$ cat src/rtl/ber_pattern_tx.sv
// ber_pattern_tx: BER link transmitter, alternating 1010 stream with preamble, payload, constant-0 tail and single-bit error injection.
// Ports:
//   clk9MHz, rst_n (async, active-low)
//   cmd_valid/cmd_data/cmd_ready : command byte (5A START, A5 ABORT)
//   inject_err                   : invert the next payload bit
//   tx_bit_data                  : registered serial line
//   tx_busy, tx_done             : run active, one-clock completion pulse
//   bits_sent, err_injected      : payload bits sent / inverted in the current run
module ber_pattern_tx #(
  parameter int unsigned BIT_DIV       = 1,
  parameter int unsigned PREAMBLE_BITS = 32,
  parameter int unsigned PAYLOAD_BITS  = 80000000,
  parameter int unsigned TAIL_BITS     = 256
) (
  input  logic        clk9MHz,
  input  logic        rst_n,
  input  logic        cmd_valid,
  input  logic [7:0]  cmd_data,
  output logic        cmd_ready,
  input  logic        inject_err,
  output logic        tx_bit_data,
  output logic        tx_busy,
  output logic        tx_done,
  output logic [31:0] bits_sent,
  output logic [15:0] err_injected
);
  localparam int DW = BIT_DIV > 1 ? $clog2(BIT_DIV) : 1;
  localparam int PW = PREAMBLE_BITS > 1 ? $clog2(PREAMBLE_BITS) : 1;
  localparam int TW = TAIL_BITS > 1 ? $clog2(TAIL_BITS) : 1;
  localparam logic [1:0] IDLE = 2'd0, PRE = 2'd1, PAY = 2'd2, TAIL = 2'd3;
  logic [1:0] state;
  logic [DW-1:0] div;
  logic [PW-1:0] pcnt;
  logic [TW-1:0] tcnt;
  logic ph, pend;
  logic acc, start, abort, end_p, inv;
  assign acc     = cmd_valid && cmd_ready;
  assign start   = acc && cmd_data == 8'h5A;
  assign abort   = acc && cmd_data == 8'hA5;
  assign end_p   = div == DW'(BIT_DIV - 1);
  // a request seen on the very clock a bit ends still targets the bit that starts next
  assign inv     = pend || inject_err;
  assign tx_busy = state != IDLE;
  // ph is the reference alternation value of the bit on the line, independent of any inversion
  always_ff @(posedge clk9MHz or negedge rst_n) begin
    if (!rst_n) begin
      state        <= IDLE;
      div          <= '0;
      pcnt         <= '0;
      tcnt         <= '0;
      ph           <= 1'b0;
      pend         <= 1'b0;
      cmd_ready    <= 1'b1;
      tx_bit_data  <= 1'b0;
      tx_done      <= 1'b0;
      bits_sent    <= '0;
      err_injected <= '0;
    end else begin
      cmd_ready <= !acc;
      tx_done   <= 1'b0;
      if (state == IDLE) begin
        div <= '0;
        if (start) begin
          state        <= PRE;
          tx_bit_data  <= 1'b1;
          ph           <= 1'b1;
          pcnt         <= '0;
          tcnt         <= '0;
          pend         <= 1'b0;
          bits_sent    <= '0;
          err_injected <= '0;
        end
      end else if (abort) begin
        state       <= IDLE;
        tx_bit_data <= 1'b0;
        pend        <= 1'b0;
        div         <= '0;
      end else begin
        div <= end_p ? '0 : div + 1'b1;
        if (state == PRE && end_p) begin
          ph          <= ~ph;
          tx_bit_data <= ~ph;
          pcnt        <= pcnt + 1'b1;
          if (pcnt == PW'(PREAMBLE_BITS - 1)) state <= PAY;
        end else if (state == PAY) begin
          pend <= end_p ? 1'b0 : inv;
          if (end_p) begin
            bits_sent <= bits_sent + 1'b1;
            if (bits_sent == 32'(PAYLOAD_BITS - 1)) begin
              state       <= TAIL;
              tx_bit_data <= 1'b0;
            end else begin
              ph          <= ~ph;
              tx_bit_data <= ~ph ^ inv;
              if (inv && err_injected != 16'hFFFF) err_injected <= err_injected + 1'b1;
            end
          end
        end else if (state == TAIL && end_p) begin
          tcnt <= tcnt + 1'b1;
          if (tcnt == TW'(TAIL_BITS - 1)) begin
            state   <= IDLE;
            tx_done <= 1'b1;
          end
        end
      end
    end
  end
endmodule

$ cat config.mk
export PLATFORM = sky130hd
export DESIGN_NAME = ber_pattern_tx
export DESIGN_NICKNAME = d
export VERILOG_FILES = /design/src/rtl/ber_pattern_tx.sv
export SDC_FILE = /design/constraint.sdc
export NUM_CORES = 1
export LEC_CHECK = 0
export ABC_AREA = 1
export BUFFER_PORTS_ARGS = -buffer_cell sky130_fd_sc_hd__buf_2
export CORE_UTILIZATION = 30
export CTS_BUF_LIST = sky130_fd_sc_hd__clkbuf_2
export CTS_CLUSTER_SIZE = 30
export DETAILED_ROUTE_END_ITERATION = 16
export GPL_ROUTABILITY_DRIVEN = 1
export HOLD_SLACK_MARGIN = 0.03
export SLEW_MARGIN = 20
export SYNTH_ARGS = -nofsm -noshare
export SYNTH_HDL_FRONTEND = slang
export SYNTH_SLANG_ARGS = --single-unit
$ cat constraint.sdc
create_clock -name clk9MHz -period 2.2 [get_ports clk9MHz]
set_input_delay 0.33 -clock clk9MHz [delete_from_list [all_inputs] [get_ports clk9MHz]]
set_output_delay 0.33 -clock clk9MHz [all_outputs]
set_load 0.01 [all_outputs]
# Word-level counts from Yosys, hierarchy flattened

Cells that the tools add are included.

Flip-flop bits (word level): 69
Bits of input ports: 12
Output and inout bits: 52
Logic and storage cells: 130

Reductions and logical operators: 27
$add $sub $neg: 5
Bitwise logic cells: 3
Multiplexer cells: 62
Equal/unequal tests: 22

Operators with widths:

| cell                                             | number |
|---|---|
| two-way mux 32 bit                               | 6 |
| two-way mux 16 bit                               | 8 |
| two-way mux 8 bit                                | 6 |
| adder 32 x 1 -> 32 bit (second input constant)   | 1 |
| == test 32 x 27 -> 1 bit (second input constant) | 1 |
| two-way mux 1 bit                                | 28 |
| two-way mux 2 bit                                | 10 |
| two-way mux 5 bit                                | 4 |
| adder 16 x 1 -> 16 bit (second input constant)   | 1 |
| == test 8 bit (second input constant)            | 2 |
| inequality test 16 bit (second input constant)   | 1 |
| AND reduction 5 bit                              | 3 |
| nonzero test 2 bit                               | 5 |
| nonzero test 5 bit                               | 2 |
| AND reduction 3 bit                              | 3 |
| adder 8 x 1 -> 8 bit (second input constant)     | 1 |
| == test 8 x 7 -> 1 bit (second input constant)   | 1 |
| inequality test 2 bit (second input constant)    | 4 |
| AND reduction 7 bit                              | 1 |
| logical AND 1 bit                                | 6 |
| inequality test 3 bit (second input constant)    | 2 |
| AND reduction 6 bit                              | 1 |
| nonzero test 3 bit                               | 2 |
| adder 5 x 1 -> 5 bit (second input constant)     | 1 |
| 16 further kinds                                 | 19 |

# Longest topological paths before layout

Gate-level depths: netlist of run 1.

Depth after elaboration: 9
Mapped depth: 11
Gate-level depth less buffers: 11

# Worst setup path before layout of run 1

Ideal clock, no wire load.

Path kind: register to register
Start: register bits_sent[0]
End: register err_injected[5]
Clock period less this slack: 1.709 ns
Data required time: 2.077 ns
Buffers on the path: 1
Cell stages (with the launch flop): 12
Setup time: 0.123 ns
Setup slack: 0.491 ns
Arrival time: 1.586 ns
Cell sequence: dfrtp_1 > ha_1 > nand3_2 > inv_2 > nand2_4 > nor2_4 > nand3_2 > nand2_4 > nor2_4 > buf_6 > nand2_1 > nand2_1

Cells in the longest elaborated chain, start to end: 3

RTL lines:

| element                         | RTL line | RTL |
|---|---|---|
| start, declared                 | 24       | `output logic [31:0] bits_sent,` |
| start signal, assigned          | 88       | `bits_sent <= bits_sent + 1'b1;` |
| == test 32 x 27 -> 1 bit        | 89       | `if (bits_sent == 32'(PAYLOAD_BITS - 1)) begin` |
| inequality test 2 bit (no line) | n/a      |  |
| AND reduction 7 bit (no line)   | n/a      |  |
| end signal, assigned            | 95       | `if (inv && err_injected != 16'hFFFF) err_injected <= err_injected + 1'b1;` |
| end, declared                   | 25       | `output logic [15:0] err_injected` |

Every way passes these cells.
A chain may end at the register's enable or synchronous reset.

# Worst setup path after layout of run 1

Start: register state[0]
End: output port tx_busy

Cells in the longest elaborated chain, start to end: 1

RTL lines:

| element                | RTL line | RTL |
|---|---|---|
| start, declared        | 31       | `logic [1:0] state;` |
| start signal, assigned | 47       | `state <= IDLE;` |
| start signal, assigned | 64       | `state <= PRE;` |
| start signal, assigned | 74       | `state <= IDLE;` |
| nonzero test 2 bit     | 43       | `assign tx_busy = state != IDLE;` |
| end, declared          | 22       | `output logic tx_busy,` |

Every way passes these cells.

==> impl_metrics.toml, run 1 <==
[timing]
period_minus_slack_ps = 2000
finalSetupViolCount = 0
tightestPinTransition_ps = 422
relSlewSlack = 0.718
tns_ps = 0
report.final.hold_viol_count = 0
timing.final.crit_share = 0.907
rsz0062_at_grt = "false"
max_freq_mhz = 501
fin_worst_skew_ps = 43.4
slew_violations = 0

[worst_setup_path]
reg2reg_depth = 8
crit_buf_inv = 3
slowest_stage = "dfrtp_1"
start_kind = "flop"
cp.required_ps = 1870
crit_chain = "inv_1 -> ha_2 -> inv_4 -> buf_2"
critical-path-top-delay-family = "flip-flops"
endpoint_kind = "primary output"
path_class = "flop to primary output"
max_stage_delay_ps = 430
cp.depth = 4
crit_fanout = 15
cp.arrival_ps = 1670

[clock_network]
cts_made_buffers = 9
clk_latency_ps = 580
cts.htree.levels = 3
cts_setup_buffers = 0
clkSlewWorstSetupHoldPaths_ps = 210
clk_path_buf_depth = 2
cts.sinks = 67
cts_tree = "yes"
cts-root-buf = "clkbuf_2"

[floorplanning]
die_x_um = 127
die_height_um = 127
start_util = 0.307
io_pins = 64
dieArea_um2 = 16000
fp.coreArea_um2 = 15200
rows = 45

[synth]
yosysTopAreaCell = "dfrtp_1"
synthFlopType = "dfrtp_1"
synth_cell_types = 31
syn_area_um2 = 4660
synthTopCellsByArea = "dfrtp_1 35%, nand2_1 20%, nor2_1 9.3%"
synth_area_per_cell_um2 = 6.57
ys_seq_area_frac = 0.360
ys_ff_latch = 67
yosysWarnings = 0
synth_top_area_frac = 0.354
ys_async_sr_fraction = 1.00
synth_nets = 733
synth-edff-count = 0
synth_cells = 710

[drt]
num_vias = 4564
drtIter0Drc = 238
dr.pass1.iters = 4
wl_per_cell_um = 13.4
post-route-drc-count = 0
drt-total-wl_mm = 13.0
postRouteAntennaNets = 0
via_per_inst = 4.70

[global_route]
grt_pass1_wl_mm = 21.9
grt_overflow = 0
grt_pass1_vias = 4321
grtUsageTotal = 0.173
antenna_found_initial = 0
grt_max_degree = 42

[finish]
synthToLayoutAreaGrowth_pct = 14.1
diodes = 0
final_cell_mix = "251 x nand2_1, 115 x nor2_1, 66 x dfrtp_1, 63 x buf_2"
final_net_count = 801
final_common_cell = "nand2_1"
drive_gt1_frac = 0.144
layout.cells.non_filler = 971
nFillCells = 1686

[power]
ir_worst_vdd_uv = 432
p_total_mw = 4.44
p_per_area_nw_per_um2 = 834
p_leak_nw = 2.57

[placement]
io_buffer_count = 63
hpwl_mm = 9.69
dpl.cell_count = 953
place_congestion = 0.874

[outcome]
outcome = "completed"

[min_path]
hold_class = "input port to asynchronous set/reset pin"

[run]
max_cap_viol_count = 0
logic make-up after synthesis:
kind of cell               after synthesis  share of synthesized area
xor gates and xnor gates                26                     0.0488
AOI/OAI and AO/OA                       57                     0.0612
buffers and inverters                   82                     0.0770
DFF                                     67                      0.360
adders and majority gates               11                     0.0295
muxes                                    1                    0.00215
and+or+nand+nor                        466                      0.421
metrics by stage:
stage          hold slack (ps)  setup WS, ps   util  cell area (um^2)
6_report                   124           204  0.350              5320
5_1_grt                   93.3          30.6  0.350              5320
4_1_cts                   86.2          8.80  0.350              5310
3_5_place_dp               181           167  0.341              5190
3_3_place_gp               195           234  0.341              5190
2_1_floorplan             34.4           491      -              4660
registers in the layout (all words and copies together) (netlist names):
register	flops
pcnt	5
err_injected	16
cmd_ready	1
bits_sent	32
tx_done	1
tx_bit_data	1
state	2
ph	1
tcnt	8
synthesized netlist by cell type (4+ instances only):
library cell,count
nand2_1,251
nor2_1,115
dfrtp_1,66
inv_1,61
nand3_1,61
o21ai_0,38
xor2_1,25
o21ai_1,16
ha_1,11
nand4_1,8
buf_6,6
nor2_2,5
or2_2,5
clkbuf_1,4
inv_2,4
layout make-up:
class / count / area, um^2 / area share
Timing Repair Buffer: 74 / 428 / 0.0805
Tap cell: 188 / 235 / 0.0442
Sequential cell: 67 / 1680 / 0.315
Multi-Input combinational cell: 561 / 2630 / 0.494
Clock buffer: 9 / 45.0 / 0.00847
Clock inverter: 7 / 58.8 / 0.0111
Inverter: 65 / 246 / 0.0463
per-layer routing:
| layer | vias up | routed length [um] | GRT usage |
|---|---|---|---|
| met5 | - | 0 | 0 |
| met4 | 0 | 176 | 0.0441 |
| met3 | 14 | 683 | 0.0439 |
| met2 | 91 | 6050 | 0.282 |
| met1 | 2092 | 6080 | 0.228 |
| li1 | 2367 | - | - |
worst paths after layout:
check	from	to	slack, ps
worst max-delay path	state[0]$_DFFE_PN0P_	tx_busy	200
min in group clk9MHz	cmd_data[2]	tx_done$_DFF_PN0_	250
worst min-delay path	rst_n	bits_sent[24]$_DFFE_PN0P_	120
worst min register to register	pcnt[4]$_DFFE_PN0P_	pcnt[4]$_DFFE_PN0P_	500
worst max register to register	cmd_ready$_DFF_PN1_	err_injected[7]$_DFFE_PN0P_	210
max in group asynchronous	rst_n	bits_sent[6]$_DFFE_PN0P_	1550
repair_timing:
action / in CTS / in global routing
hold buffers: 2 / 0
endpoints found under the setup margin: 0 / 22
gates resized for setup: 0 / 3
hold endpoints to repair: 67 / 0
report_power, final:
part	switching, mW	internal [mW]	total [mW]	leakage [nW]
sequential	0.230	1.43	1.66	0.913
combinational	1.43	0.621	2.05	1.59
clock	0.486	0.247	0.733	0.0642
Power figures use the tool's default switching activity.
==> inputs of run 2 (changes only) <==
- CELL_PAD_IN_SITES_DETAIL_PLACEMENT: unset -> 1
- CELL_PAD_IN_SITES_GLOBAL_PLACEMENT: unset -> 2
- PLACE_DENSITY_LB_ADDON: unset -> 0.1
- RECOVER_POWER: unset -> 100
==> run 2 against run 1 <==
  * Worst setup slack worse by 87 ps
  * Sequential power about the same
  * Fmax down 4.2%
  * Clock skew down 21 ps
  * Power up 3.5%
  * Clock power up 5.6%
  * First-iteration DRC count down 9.7%
==> impl_metrics.toml, run 2 (synthesis gave the netlist of run 1 again) <==
[timing]
relSlewSlack = 0.370
tightestPinTransition_ps = 945
tns_ps = 0
rsz0062_at_grt = "false"
timing.final.crit_share = 0.947
report.final.hold_viol_count = 0
fin_worst_skew_ps = 21.9
period_minus_slack_ps = 2080
max_freq_mhz = 480
worst_slack_ps = 118
finalSetupViolCount = 0
slew_violations = 0

[drt]
num_vias = 4699
drt-total-wl_mm = 15.6
post-route-drc-count = 0
postRouteAntennaNets = 0
wl_per_cell_um = 16.0
via_per_inst = 4.83
dr.pass1.iters = 6
drtIter0Drc = 215

[worst_setup_path]
cp.arrival_ps = 1750
path_class = "flop to primary output"
crit_fanout = 11
start_kind = "flop"
endpoint_kind = "primary output"
cp.required_ps = 1870
crit_path_start = "state[1]$_DFFE_PN0P_"
reg2reg_from = "bits_sent[0]$_DFFE_PN0P_"

[power]
p_leak_nw = 2.36
p_per_area_nw_per_um2 = 873
ir_worst_vdd_uv = 379

[floorplanning]
dieArea_um2 = 16000
die_x_um = 127
io_pins = 64
rows = 45
die_height_um = 127
start_util = 0.307
fp.coreArea_um2 = 15200

[placement]
dpl.cell_count = 952
post_dp_cell_area_um2 = 5180
place_congestion = 0.841
io_buffer_count = 63
pre_cts_ws_ps = 68.4
hpwl_mm = 12.0

[finish]
top_regs = "bits_sent: 32 flops, err_injected: 16 flops, tcnt: 8 flops"
regMostFlops = "bits_sent"
stdcell_area_um2 = 5260
final_core_util = 0.346
drive_gt1_frac = 0.0855
largest_register_ffs = 32
final_cell_mix = "251 x nand2_1, 115 x nor2_1, 65 x dfrtp_1, 61 x nand3_1, 61 x inv_1"
layout.cells.non_filler = 973
nFillCells = 2001
final_net_count = 802
final_common_cell = "nand2_1"
synthToLayoutAreaGrowth_pct = 12.9

[clock_network]
cts.htree.levels = 3
cts_tree = "yes"
clk_latency_ps = 580
clkSlewWorstSetupHoldPaths_ps = 190
clk_path_buf_depth = 2
cts-root-buf = "clkbuf_2"
cts.sinks = 67
cts_made_buffers = 9

[run]
max_cap_viol_count = 0

[outcome]
outcome = "completed"

[global_route]
grtUsageTotal = 0.206
grt_max_degree = 42
grt_overflow = 0
grt_pass1_wl_mm = 25.4
antenna_found_initial = 1
grt_pass1_vias = 4804

[min_path]
hold_class = "input port to flop"
hp-start = "cmd_data[2]"
run 2: cell count changes in the layout (fill, tap and decap cells not counted), sizes merged:
| cell | delta |
|---|---|
| buf | -53 |
| clkbuf | +55 |
| clkinv | -1 |
| diode | +1 |
run 2: final cells by class:
type	count	area (um^2)	area share
timing repair buffer	75	354	0.0673
antenna	1	2.50	0.000475
tap	188	235	0.0447
clock buffer	10	50.0	0.00951
multi-input combinational	561	2640	0.502
sequential	67	1680	0.319
clock inverter	6	56.3	0.0107
inverter	65	246	0.0468
run 2: repair_timing:
action,CTS,global route
hold buffers,2,0
hold endpoints to repair,34,0
pin swaps,0,1
endpoints found under the setup margin,1,8
setup buffers,2,0
resized for setup,3,4
run 2: worst max-delay path, cell delays in order (launching register included):
cell and delay, ps:
dfrtp_1 420, inv_1 150, ha_4 210, inv_2 60, buf_4 190, clkbuf_2 160
run 2: worst paths after layout:
check	end	slack, ps	cells after the start
worst max-delay path	tx_busy	120	5
worst min-delay path	tx_done$_DFF_PN0_	280	5
worst max register to register	err_injected[4]$_DFFE_PN0P_	190	10
worst min register to register	pcnt[4]$_DFFE_PN0P_	510	2
max in group asynchronous	err_injected[8]$_DFFE_PN0P_	350	3
min in group asynchronous	bits_sent[29]$_DFFE_PN0P_	400	2
run 2: per-stage QoR:
stage / power [mW] / hold WS [ps]
5_1_grt: 5.00 / 285
2_1_floorplan: 3.14 / 34.4
3_3_place_gp: 3.80 / 338
3_5_place_dp: 3.88 / 332
4_1_cts: 4.72 / 233
6_report: 4.59 / 279
run 2: metal layers:
| layer | global-route usage | vias up | routed length [um] |
|---|---|---|---|
| met5 | 0 | - | 0 |
| met4 | 0.0770 | 0 | 323 |
| met3 | 0.0261 | 21 | 400 |
| met2 | 0.372 | 57 | 7940 |
| met1 | 0.248 | 2253 | 6900 |
| li1 | - | 2368 | - |
run 2: power by group:
| group | internal [mW] | switching (mW) | total (mW) |
|---|---|---|---|
| Sequential | 1.43 | 0.234 | 1.66 |
| Clock | 0.257 | 0.517 | 0.774 |
| Combinational | 0.631 | 1.53 | 2.16 |
==> inputs of run 3 (changes only) <==
- RECOVER_POWER: 100 -> unset
==> run 3 against run 2 <==
  * Sequential power barely moved
  * Worst hold slack got worse by 42 ps
  * Largest power group unchanged
  * Cell count unchanged
  * Highest routed layer unchanged
  * Clock power about the same
  * Fmax shrank 0.22%
  * Via count is 0.15% higher
  * Global-route usage did not move
==> impl_metrics.toml, run 3 (synthesis gave the netlist of run 1 again) <==
[outcome]
outcome = "completed"

[drt]
num_vias = 4706
dr.pass1.iters = 6
via_per_inst = 4.84
postRouteAntennaNets = 0
drtIter0Drc = 232
drt-total-wl_mm = 15.5
post-route-drc-count = 0
wl_per_cell_um = 15.9

[floorplanning]
start_util = 0.307
rows = 45
fp.coreArea_um2 = 15200
die_height_um = 127
dieArea_um2 = 16000
die_x_um = 127
io_pins = 64

[worst_setup_path]
crit_path_start = "state[1]$_DFFE_PN0P_"
critPathCapture = "tx_busy"
reg2reg_from = "bits_sent[0]$_DFFE_PN0P_"
crit_fanout = 11
crit_chain = "inv_1 -> ha_4 -> inv_2 -> buf_4 -> buf_2"
start_kind = "flop"
reg2reg_depth = 10
r2r_slack_ps = 190
cp.arrival_ps = 1760
path_class = "flop to primary output"
r2r-end = "err_injected[4]$_DFFE_PN0P_"
endpoint_kind = "primary output"
cp.required_ps = 1870
slowest_stage = "dfrtp_1"
max_stage_delay_ps = 420

[timing]
rsz0062_at_grt = "false"
slew_violations = 0
relSlewSlack = 0.662
period_minus_slack_ps = 2090
report.final.hold_viol_count = 0
worst_slack_ps = 113
finalSetupViolCount = 0
fin_worst_skew_ps = 26.3
max_freq_mhz = 479
timing.final.crit_share = 0.949
tns_ps = 0
tightestPinTransition_ps = 507

[finish]
regMostFlops = "bits_sent"
final_common_cell = "nand2_1"
largest_register_ffs = 32
register_area_um2 = 1680
final_cell_mix = "251 x nand2_1, 115 x nor2_1, 65 x dfrtp_1, 62 x buf_2, 61 x nand3_1"
drive_gt1_frac = 0.152
nFillCells = 1999
multi_input_area_um2 = 2640
stdcell_area_um2 = 5350
final_net_count = 802
top_regs = "bits_sent: 32 flops, err_injected: 16 flops, tcnt: 8 flops"
synthToLayoutAreaGrowth_pct = 14.7

[clock_network]
clk_path_buf_depth = 2
clkSlewWorstSetupHoldPaths_ps = 200
clk_latency_ps = 580
cts.htree.levels = 3
cts-root-buf = "clkbuf_2"
cts.sinks = 67
cts_made_buffers = 9
cts_tree = "yes"

[global_route]
grt_pass1_vias = 4804
grt_overflow = 0
grt_pass1_wl_mm = 25.4
grt_max_degree = 42
antenna_found_initial = 1
grtUsageTotal = 0.206

[placement]
hpwl_mm = 12.0
post_dp_cell_area_um2 = 5180
place_congestion = 0.841
io_buffer_count = 63
pre_cts_ws_ps = 68.4

[power]
p_seq_frac = 0.357
p_int_mw = 2.36
p_sw_frac = 0.493
pwr-share-comb = 0.476
p_sw_mw = 2.29
ir_worst_vdd_uv = 381
p_leak_nw = 2.58
pwr-share-clk = 0.167
p_per_area_nw_per_um2 = 870

[min_path]
hold_class = "input port to asynchronous set/reset pin"

[run]
max_cap_viol_count = 0
## run 3: changes by cell type in the layout (fill, tap and decap cells not counted)
cell and delta:
clkbuf_1 -51, inv_2 +1, buf_4 +2, inv_1 -1
o21ai_1 +12, clkbuf_2 -3, o21ai_0 -12, buf_12 +1
buf_2 +51
## run 3: timing repair
item / 4_1_cts / 5_1_grt
hold endpoints to repair: 34 / 0
pin swaps: 0 / 1
endpoints found under the setup margin: 1 / 8
hold buffers: 2 / 0
buffers inserted: 2 / 0
resized for setup: 3 / 4
## run 3: area by class of cell
type / count / area share
flip-flops and latches: 67 / 0.314
diodes: 1 / 0.000468
repair buffers: 75 / 0.0819
clock inverters: 6 / 0.0105
clock buffers: 10 / 0.00936
multi-input cells: 561 / 0.494
well taps: 188 / 0.0440
inverters: 65 / 0.0461
## run 3: critical path, delay by kind of cell, from the launching register on
kind,cells,cell delay (ps)
buffers and inverters,4,550
DFF,1,420
adders and majority gates,1,210
## run 3: power groups by stage
stage	registers, mW	clock network, mW	logic (mW)
finish	1.66	0.775	2.22
global route	1.69	0.851	2.51
CTS	1.66	0.805	2.26
detailed placement	1.70	0	2.17
global placement	1.69	0	2.11
floorplan	1.68	0	1.46
## run 3: worst min path at each step
stage | start | end | slack, ps | cells past startpoint
floorplan | rst_n | bits_sent[0]$_DFFE_PN0P_ | 30 | 0
global placement | rst_n | bits_sent[29]$_DFFE_PN0P_ | 340 | 1
detailed placement | rst_n | bits_sent[29]$_DFFE_PN0P_ | 330 | 1
CTS | rst_n | pcnt[2]$_DFFE_PN0P_ | 230 | 2
global route | rst_n | bits_sent[29]$_DFFE_PN0P_ | 260 | 2
finish | rst_n | bits_sent[29]$_DFFE_PN0P_ | 240 | 2
## run 3: metal layers
metal / global-route usage / up-vias / routed length [um]
met5: 0 / - / 0
met4: 0.0770 / 0 / 323
met3: 0.0261 / 21 / 301
met2: 0.372 / 51 / 7940
met1: 0.248 / 2268 / 6910
li1: - / 2366 / -
## run 3: through the flow
step	util	total power, mW	hold WS, ps	std cells
6_report	0.352	4.65	237	973
5_1_grt	0.352	5.06	256	973
4_1_cts	0.351	4.72	233	972
3_5_place_dp	0.341	3.88	332	952
3_3_place_gp	0.341	3.80	338	952
2_1_floorplan	-	3.14	34.4	710
